### config.mk
export PLATFORM = sky130hd
export DESIGN_NAME = mem_interface_multi
export DESIGN_NICKNAME = d
export VERILOG_FILES = /design/src/rtl/mem_interface_multi_pkg.sv /design/src/rtl/mem_interface_multi_load_store_align.sv /design/src/rtl/mem_interface_multi.sv
export SDC_FILE = /design/constraint.sdc
export NUM_CORES = 1
export LEC_CHECK = 0
export CELL_PAD_IN_SITES_DETAIL_PLACEMENT = 0
export CELL_PAD_IN_SITES_GLOBAL_PLACEMENT = 1
export CORE_UTILIZATION = 24
export DETAILED_ROUTE_END_ITERATION = 6
export MAX_ROUTING_LAYER = met4
export PLACE_DENSITY = 0.77
export RECOVER_POWER = 25
export SYNTH_ARGS = -nofsm -noshare
export SYNTH_HDL_FRONTEND = slang
export SYNTH_SLANG_ARGS = --single-unit
### constraint.sdc
create_clock -name iCLK -period 2.45 [get_ports iCLK]
set_input_delay 0.6125 -clock iCLK [delete_from_list [all_inputs] [get_ports iCLK]]
set_output_delay 0.6125 -clock iCLK [all_outputs]
set_load 0.01 [all_outputs]
### src/rtl/mem_interface_multi_pkg.sv
// ----------------------------------------------------------------------------
// mem_interface_multi_pkg
// Shared constants for the multicycle memory interface: FSM state encodings,
// RV32I load/store funct3 codes, the NOP instruction, and a helper that maps
// funct3 onto an access size.
// ----------------------------------------------------------------------------
package mem_interface_multi_pkg;

    typedef enum logic [1:0] {
        MEMIF_IDLE = 2'd0,
        MEMIF_RD   = 2'd1,
        MEMIF_WR   = 2'd2
    } memif_state_e;

    localparam logic [2:0] FUNCT3_LB  = 3'b000;
    localparam logic [2:0] FUNCT3_LH  = 3'b001;
    localparam logic [2:0] FUNCT3_LW  = 3'b010;
    localparam logic [2:0] FUNCT3_LBU = 3'b100;
    localparam logic [2:0] FUNCT3_LHU = 3'b101;
    localparam logic [2:0] FUNCT3_SB  = 3'b000;
    localparam logic [2:0] FUNCT3_SH  = 3'b001;
    localparam logic [2:0] FUNCT3_SW  = 3'b010;

    localparam logic [31:0] NOP_INSTR_C = 32'h0000_0013;

    localparam logic [1:0] SIZE_BYTE = 2'd0;
    localparam logic [1:0] SIZE_HALF = 2'd1;
    localparam logic [1:0] SIZE_WORD = 2'd2;

    // Low funct3 bits give the size; the unused code 11 is treated as a word.
    function automatic logic [1:0] accessSize(input logic [2:0] funct3);
        logic [1:0] size;
        case (funct3[1:0])
            2'b00:   size = SIZE_BYTE;
            2'b01:   size = SIZE_HALF;
            default: size = SIZE_WORD;
        endcase
        return size;
    endfunction

endpackage

### src/rtl/mem_interface_multi_load_store_align.sv
// ----------------------------------------------------------------------------
// mem_interface_multi_load_store_align
// Purely combinational lane logic for the memory interface.
//   reqFunct3_i / reqAddrLo_i : size and low address of the access being
//                               requested now (store lanes, misalignment)
//   storeData_i               : store data from the B register
//   ldFunct3_i / ldAddrLo_i   : size and low address latched for the read
//   loadWord_i                : raw word returned by the bus
//   be_o / wData_o            : byte enables and lane-replicated store data
//   loadData_o                : sign/zero-extended load result
//   misaligned_o              : requested access crosses its natural boundary
// ----------------------------------------------------------------------------
module mem_interface_multi_load_store_align
    import mem_interface_multi_pkg::*;
(
    input  logic [2:0]  reqFunct3_i,
    input  logic [1:0]  reqAddrLo_i,
    input  logic [31:0] storeData_i,
    input  logic [2:0]  ldFunct3_i,
    input  logic [1:0]  ldAddrLo_i,
    input  logic [31:0] loadWord_i,
    output logic [3:0]  be_o,
    output logic [31:0] wData_o,
    output logic [31:0] loadData_o,
    output logic        misaligned_o
);

    logic [1:0]  reqSize;
    logic [7:0]  ldByte;
    logic [15:0] ldHalf;

    // Store side: data is replicated across lanes so the byte enables alone
    // pick the destination bytes.
    always_comb begin
        reqSize      = accessSize(reqFunct3_i);
        misaligned_o = 1'b0;
        be_o         = 4'b1111;
        wData_o      = storeData_i;
        case (reqSize)
            SIZE_BYTE: begin
                be_o    = 4'b0001 << reqAddrLo_i;
                wData_o = {4{storeData_i[7:0]}};
            end
            SIZE_HALF: begin
                misaligned_o = reqAddrLo_i[0];
                be_o         = 4'b0011 << reqAddrLo_i;
                wData_o      = {2{storeData_i[15:0]}};
            end
            default: begin
                misaligned_o = (reqAddrLo_i != 2'b00);
            end
        endcase
    end

    // Load side: pick the addressed byte/half of the returned word and extend.
    always_comb begin
        case (ldAddrLo_i)
            2'd0:    ldByte = loadWord_i[7:0];
            2'd1:    ldByte = loadWord_i[15:8];
            2'd2:    ldByte = loadWord_i[23:16];
            default: ldByte = loadWord_i[31:24];
        endcase
        ldHalf = ldAddrLo_i[1] ? loadWord_i[31:16] : loadWord_i[15:0];
        case (ldFunct3_i)
            FUNCT3_LB:  loadData_o = {{24{ldByte[7]}}, ldByte};
            FUNCT3_LBU: loadData_o = {24'd0, ldByte};
            FUNCT3_LH:  loadData_o = {{16{ldHalf[15]}}, ldHalf};
            FUNCT3_LHU: loadData_o = {16'd0, ldHalf};
            default:    loadData_o = loadWord_i;
        endcase
    end

endmodule

### src/rtl/mem_interface_multi.sv
// ----------------------------------------------------------------------------
// mem_interface_multi
// Turns the multicycle control unit's two-cycle memory windows into single
// requests on a one-cycle-latency synchronous bus, capturing fetches into IR
// and loads (extended) into MDR.
//   iCLK, iRST            : clock, asynchronous active-high reset
//   iMemRead/iMemWrite    : memory strobes from control
//   iIouD                 : 0 = fetch from iPC, 1 = data access at iALUOut
//   iEscreveIR            : IR write enable
//   iWriteData, iFunct3   : store data and access size/sign
//   iBusRData             : bus read data (valid the cycle after a request)
//   oBus*                 : request, write enable, word address, data, BE
//   oIR, oMDR             : instruction and memory data registers
//   oMisaligned, oBusy    : misaligned-access pulse, window in progress
// ----------------------------------------------------------------------------
module mem_interface_multi
    import mem_interface_multi_pkg::*;
#(
    parameter int          ADDR_W    = 32,
    parameter logic [31:0] NOP_INSTR = 32'h0000_0013
)(
    input  logic              iCLK,
    input  logic              iRST,
    input  logic              iMemRead,
    input  logic              iMemWrite,
    input  logic              iIouD,
    input  logic              iEscreveIR,
    input  logic [ADDR_W-1:0] iPC,
    input  logic [ADDR_W-1:0] iALUOut,
    input  logic [31:0]       iWriteData,
    input  logic [2:0]        iFunct3,
    input  logic [31:0]       iBusRData,
    output logic              oBusReq,
    output logic              oBusWE,
    output logic [ADDR_W-1:0] oBusAddr,
    output logic [31:0]       oBusWData,
    output logic [3:0]        oBusBE,
    output logic [31:0]       oIR,
    output logic [31:0]       oMDR,
    output logic              oMisaligned,
    output logic              oBusy
);

    memif_state_e state_q;
    logic [31:0]  ir_q;
    logic [31:0]  mdr_q;
    logic [1:0]   addrLo_q;
    logic [2:0]   funct3_q;
    logic         iouD_q;
    logic         aligned_q;

    logic [ADDR_W-1:0] reqAddr;
    logic [2:0]        reqFunct3;
    logic              startAccess;
    logic              misaligned;
    logic [3:0]        be;
    logic [31:0]       loadData;

    // Fetches are always full words regardless of what IR[14:12] holds.
    assign reqAddr     = iIouD ? iALUOut : iPC;
    assign reqFunct3   = iIouD ? iFunct3 : FUNCT3_LW;
    assign startAccess = (state_q == MEMIF_IDLE) && (iMemRead || iMemWrite);

    mem_interface_multi_load_store_align uAlign (
        .reqFunct3_i  (reqFunct3),
        .reqAddrLo_i  (reqAddr[1:0]),
        .storeData_i  (iWriteData),
        .ldFunct3_i   (funct3_q),
        .ldAddrLo_i   (addrLo_q),
        .loadWord_i   (iBusRData),
        .be_o         (be),
        .wData_o      (oBusWData),
        .loadData_o   (loadData),
        .misaligned_o (misaligned)
    );

    // A misaligned access still opens the window but never reaches the bus.
    assign oBusReq     = startAccess && !misaligned;
    assign oBusWE      = oBusReq && iMemWrite;
    assign oBusBE      = oBusWE ? be : 4'b0000;
    assign oBusAddr    = {reqAddr[ADDR_W-1:2], 2'b00};
    assign oMisaligned = startAccess && misaligned;
    assign oBusy       = (state_q != MEMIF_IDLE);
    assign oIR         = ir_q;
    assign oMDR        = mdr_q;

    // Window FSM; address/size are frozen in IDLE so mid-window input
    // changes cannot corrupt the capture. Write wins over a same-cycle read.
    always_ff @(posedge iCLK or posedge iRST) begin
        if (iRST) begin
            state_q   <= MEMIF_IDLE;
            ir_q      <= NOP_INSTR;
            mdr_q     <= 32'd0;
            addrLo_q  <= 2'd0;
            funct3_q  <= FUNCT3_LW;
            iouD_q    <= 1'b0;
            aligned_q <= 1'b0;
        end else begin
            case (state_q)
                MEMIF_IDLE: begin
                    if (startAccess) begin
                        addrLo_q  <= reqAddr[1:0];
                        funct3_q  <= reqFunct3;
                        iouD_q    <= iIouD;
                        aligned_q <= !misaligned;
                    end
                    if (iMemWrite) begin
                        state_q <= MEMIF_WR;
                    end else if (iMemRead) begin
                        state_q <= MEMIF_RD;
                    end
                end
                MEMIF_RD: begin
                    if (iMemRead && aligned_q) begin
                        if (iouD_q) begin
                            mdr_q <= loadData;
                        end else if (iEscreveIR) begin
                            ir_q <= iBusRData;
                        end
                    end
                    state_q <= MEMIF_IDLE;
                end
                MEMIF_WR: begin
                    state_q <= MEMIF_IDLE;
                end
                default: begin
                    state_q <= MEMIF_IDLE;
                end
            endcase
        end
    end

endmodule

; Yosys cells after proc, flatten, opt, wreduce, memory -nomap -nowiden
; Index checks and enable logic that the tools add are counted.
[word_totals]
register_bits = 73
latchBits = 0
ramBits = 0
romBits = 0
in_bits = 137
out_inout_bits = 136
word_cells = 49
n_memories = 0
[op_classes]
addsub = 0
mul = 0
div_mod_pow = 0
order_cmp = 0
n_eq_ne = 9
n_shift = 2
n_mux = 13
n_bitwise = 1
n_reduce_logical = 17
[ops]
columns = cell, n
row1 = 32-bit case mux with 4 select lines, 1
row2 = 32-bit case mux with 2 select lines, 1
row3 = 32-bit 2-to-1 mux, 1
row4 = 8-bit case mux with 3 select lines, 1
row5 = 16-bit 2-to-1 mux, 1
row6 = 2-bit by 1-bit equality test with 1-bit output (second input constant), 4
row7 = 2-bit zero test, 4
row8 = 4-bit case mux with 2 select lines, 1
row9 = 3-bit equality test (second input constant), 2
row10 = 2-bit 2-to-1 mux, 3
row11 = 1-bit logical AND, 5
row12 = 4-bit 2-to-1 mux, 1
row13 = 2-bit case mux with 2 select lines, 1
row14 = 4-bit AND reduction, 1
row15 = 2-bit nonzero test, 2
row16 = 1-bit by 2-bit left shift with 4-bit output (first input constant), 1
row17 = 2-bit by 2-bit left shift with 4-bit output (first input constant), 1
row18 = 3-bit by 1-bit equality test with 1-bit output (second input constant), 1
row19 = 3-bit zero test, 1
row20 = 3-bit 2-to-1 mux, 1
row21 = 3-bit inequality test (second input constant), 1
row22 = 3-bit AND reduction, 1
row23 = 2-bit equality test (second input constant), 1
row24 = 1-bit case mux with 2 select lines, 1
row25 = other kinds (4), 4

; Longest topological paths before layout
[logic_depth]
word_depth = 9
mapped_depth = 6
mapped_depth_nobuf = 4

; Hierarchy
; A second synthesis with hierarchy kept.
[hier_totals]
cells_unflattened = 411
area_unflattened_um2 = 4921.0
[by_module_without_submodules]
columns = module, n_inst, cells_per_inst, area_each_um2, seq_area_each_um2
row1 = mem_interface_multi, 1, 242, 3603.5, 1831.8
row2 = mem_interface_multi_load_store_align, 1, 169, 1317.5, 0.0

; Worst setup path before layout
; OpenSTA, ideal clock, no wires.
[synth_path]
path_kind = input port to output port
startpoint = in iFunct3[1]
endpoint = out oBusWData[10]
arrival_time_ns = 1.630
path_slack_ns = 0.208
path_stages = 4
n_path_buf = 1
cell_sequence = nand2b_1 clkbuf_1 nor2_2 mux2_2
[synth_via]
elab_chain_cells = 5
word_cells_on_any_way = 7
[synth_rtl]
columns = element, line_no
row1 = "start, declared", mem_interface_multi.sv:31  ; input logic [2:0] iFunct3,
row2 = 3-bit 2-to-1 mux *, mem_interface_multi.sv:61  ; assign reqFunct3 = iIouD ? iFunct3 : FUNCT3_LW;
row3 = 2-bit by 1-bit equality test with 1-bit output or 2-bit zero test (tied branches), mem_interface_multi_pkg.sv:33  ; case (funct3[1:0])
row4 = 2-bit case mux with 2 select lines *, mem_interface_multi_pkg.sv:33
row5 = 2-bit by 1-bit equality test with 1-bit output or 2-bit zero test (tied branches), mem_interface_multi_load_store_align.sv:39  ; case (reqSize)
row6 = 32-bit case mux with 2 select lines *, mem_interface_multi_load_store_align.sv:39
row7 = "end, declared", mem_interface_multi.sv:36  ; output logic [31:0] oBusWData,
; Mark *: on every way between the ends. The rest lies on a longest branch, timed or not.

; Worst setup path after layout
[layout_path]
startpoint = in iPC[19]
endpoint = out oBusAddr[19]
[layout_via]
elab_chain_cells = 1
[layout_rtl]
columns = element, line_no
row1 = "start, declared", mem_interface_multi.sv:28  ; input logic [ADDR_W-1:0] iPC,
row2 = 32-bit 2-to-1 mux, mem_interface_multi.sv:60  ; assign reqAddr = iIouD ? iALUOut : iPC;
row3 = "end, declared", mem_interface_multi.sv:35  ; output logic [ADDR_W-1:0] oBusAddr,
; No other way between the ends.

==> flow_summary.json <==
{
  "cp.required_ns": 1.84,
  "setup_violations": 0,
  "synth_warnings": 0,
  "grt_antenna_before_repair": 3,
  "cts_hold_buf": 0,
  "grt.total_usage_pct": 18.9,
  "yosysTopAreaCellShare_pct": 39.9,
  "drcViolationCount": 0,
  "routedWlPerCell_um": 18.3,
  "drtIter0Drc": 135,
  "cp.arrival_ns": 1.81,
  "clkTransAtPathRegs_ns": 0.06,
  "avgSynthCellArea_sq_um": 9.84,
  "drive_gt1_share_pct": 24.3,
  "finalClockSkew_ns": 0.00536,
  "syn_to_final_growth_pct": 75.4,
  "synth-main-ff-cell": "dfrtp_1",
  "yosysTopAreaCell": "dfrtp_1",
  "fp.dieArea_sq_um": 18600,
  "postRouteWirelength_mm": 17.2,
  "grt_pass1_vias": 4428,
  "fin_nets": 841,
  "p_per_area_nw_per_um2": 720,
  "core_area_sq_um": 17500,
  "finalWeightedCongestion": 0.899,
  "insertion_delay_ns": 0.33,
  "fin_crit_sh_pct": 98.9,
  "startpoint_type": "input port",
  "num_vias": 4237,
  "die_h_um": 136,
  "syn_area_sq_um": 4330,
  "max_stage_delay_ns": 0.54,
  "ant_nets": 0,
  "leakage_nw": 3.45,
  "hold_violations": 0,
  "synth_edf_count": 0,
  "async_flop_share_pct": 100,
  "path_max_fanout": 1,
  "seq_area_frac_synth_pct": 42.3,
  "cts.path.max_buffers": 2,
  "critical_path_class": "input port to primary output",
  "relSlewSlack_pct": 32.9,
  "path_cells": "clkdlybuf4s50_1 -> mux2_2 -> clkdlybuf4s50_1",
  "grt_pass1_wl_mm": 25.1,
  "cts.sinks": 73,
  "cts_root_buffer": "clkbuf_16",
  "swShare_pct": 30.5,
  "setup_ws_ns": 0.0281,
  "cts_inserted_buffers": 9,
  "worst_pin_slew_ns": 1.01,
  "clock.fmax_ghz": 0.413,
  "yosys-top-cells-area": "dfrtp_1 (40%), mux2_2 (20%), buf_4 (7.6%)",
  "crit_path_end_kind": "primary output",
  "row_count": 48,
  "holdWs_ns": 0.479,
  "p_sw_w": 0.00167,
  "htree_levels": 3,
  "grt_max_degree": 74,
  "crit_path_frequent_cell": "clkdlybuf4s50_1",
  "ir_drop_mv": 0.428,
  "dpl_worst_slack_ns": -0.815,
  "via_per_inst": 4.52,
  "drtPass1Iterations": 7,
  "synth.distinct_cells": 38,
  "dp_hpwl_mm": 13.8,
  "cts_tree": "yes",
  "postLayoutCellArea_sq_um": 7590,
  "io_buffer_count": 270,
  "syn_inst": 440,
  "initial_utilization_pct": 24.8,
  "finalMaxSlewViolations": 0,
  "fill_cells": 1699,
  "place_area_sq_um": 7240,
  "ys_ff_latch": 73,
  "status": "completed",
  "rsz0062_at_grt": "no",
  "min_period_ns": 2.42,
  "die_x_um": 136,
  "min_path_type": "flop to flop",
  "power_frac_comb_pct": 40.5,
  "overflow": 0,
  "slowest_stage": "clkdlybuf4s50_1",
  "cp_top_family": "buffers and inverters",
  "internal_power_w": 0.00380,
  "io_pins": 273,
  "drv_cap": 0,
  "crit_buf_inv": 2,
  "clockPowerShare_pct": 25.3,
  "p_seq_share_pct": 34.3
}
==> Yosys cell counts, drive strengths merged, types with 4 or more instances <==
cell / instances
inv: 13
mux2i: 14
buf: 54
dfstp: 4
nand3: 4
nor2: 32
nand2: 74
a21oi: 23
a222oi: 4
a21o: 8
dfrtp: 69
a221oi: 7
o21ai: 19
mux2: 79
clkbuf: 10
==> worst register-to-register path, cell delays in order, from the launching register on <==
cell and delay (ns):
dfrtp_1 0.63, mux4_2 0.41, a21oi_4 0.28, o21ai_1 0.12, a22o_1 0.19
==> cell type report <==
class,count,area (sq um),share of cell area (%)
inverters,13,52.6,0.692
well taps,225,282,3.71
clock inverters,6,82.6,1.09
multi-input cells,291,2100,27.6
diodes,3,7.51,0.0989
repair buffers,316,3010,39.7
clock buffers,10,229,3.02
flip-flops and latches,73,1830,24.1
==> through the flow <==
step,std cells,setup TNS (ns),total power (W),util (%)
6_report,937,0,0.00547,43.4
5_1_grt,937,0,0.00577,43.4
4_1_cts,934,-0.00854,0.00555,43.4
3_5_place_dp,910,-41.37,0.00415,41.4
3_3_place_gp,910,-39.14,0.00411,41.4
2_1_floorplan,441,0,0.00277,-
==> state kept, by name, summed over array words and instances (netlist names) <==
| signal | cells |
|---|---|
| addrLo_q | 2 |
| aligned_q | 1 |
| funct3_q | 3 |
| iouD_q | 1 |
| oIR | 32 |
| oMDR | 32 |
| state_q | 2 |
==> metal layers <==
| layer | share of wire [%] | vias up | wire length (um) | global-route usage (%) |
|---|---|---|---|---|
| met5 | 0 | - | 0 | - |
| met4 | 3.1 | 0 | 527 | 7.65 |
| met3 | 7.6 | 28 | 1300 | 4.44 |
| met2 | 52 | 228 | 8900 | 34.0 |
| met1 | 38 | 1972 | 6450 | 19.8 |
| li1 | - | 2009 | - | - |
==> power groups by stage <==
stage,combinational [W],sequential [W],clock (W)
after global placement,0.00223,0.00188,0
after floorplan,0.000773,0.00199,0
after global routing,0.00237,0.00193,0.00148
after CTS,0.00224,0.00188,0.00142
after detailed placement,0.00226,0.00190,0
final,0.00221,0.00187,0.00138
==> cell usage in the layout, fill, tap and decap left out, types with 5 or more instances in the layout <==
master	instances
inv_1	12
clkdlybuf4s50_1	204
mux2_2	76
dlygate4sd2_1	45
dfrtp_1	69
nor2_1	30
a221oi_1	7
o21ai_0	17
clkbuf_16	9
buf_2	11
buf_6	5
nand2_1	74
mux2i_1	13
buf_4	37
a21oi_1	20
a21o_1	8
==> repair_timing <==
item                       4_1_cts  5_1_grt
setup endpoints to repair       61       13
gates cloned                     1        0
setup buffers                    7        0
pin swaps                        2        4
gates resized for setup        126       10
==> kinds of logic (layout without fill, tap and decap cells) <==
logic type             after synthesis  count (layout)  share of synthesized area (%)
flip-flops                          73              73                           42.3
AND/OR/NAND/NOR                    123             123                           11.7
other                                1               5                         0.0866
XOR/XNOR                             3               3                          0.607
multiplexers                        94              94                           24.3
AO/OA/AOI/OAI                       69              69                           10.3
buffers and inverters               77             345                           10.7
==> path summary, 6_finish.rpt <==
kind | startpoint | to | slack [ns] | cells after the start
hold reg to reg | oMDR[11] | oMDR[11] | 0.48 | 1
setup reg to reg | addrLo_q[1] | oMDR[15] | 0.70 | 4
hold / removal | oMDR[11] | oMDR[11] | 0.48 | 1
max in group asynchronous | iRST | oIR[6] | 0.69 | 3
setup / recovery | iPC[19] | oBusAddr[19] | 0.03 | 3
min in group asynchronous | iRST | oIR[27] | 1.12 | 3
Note: power is estimated with default switching activity, not from simulation.
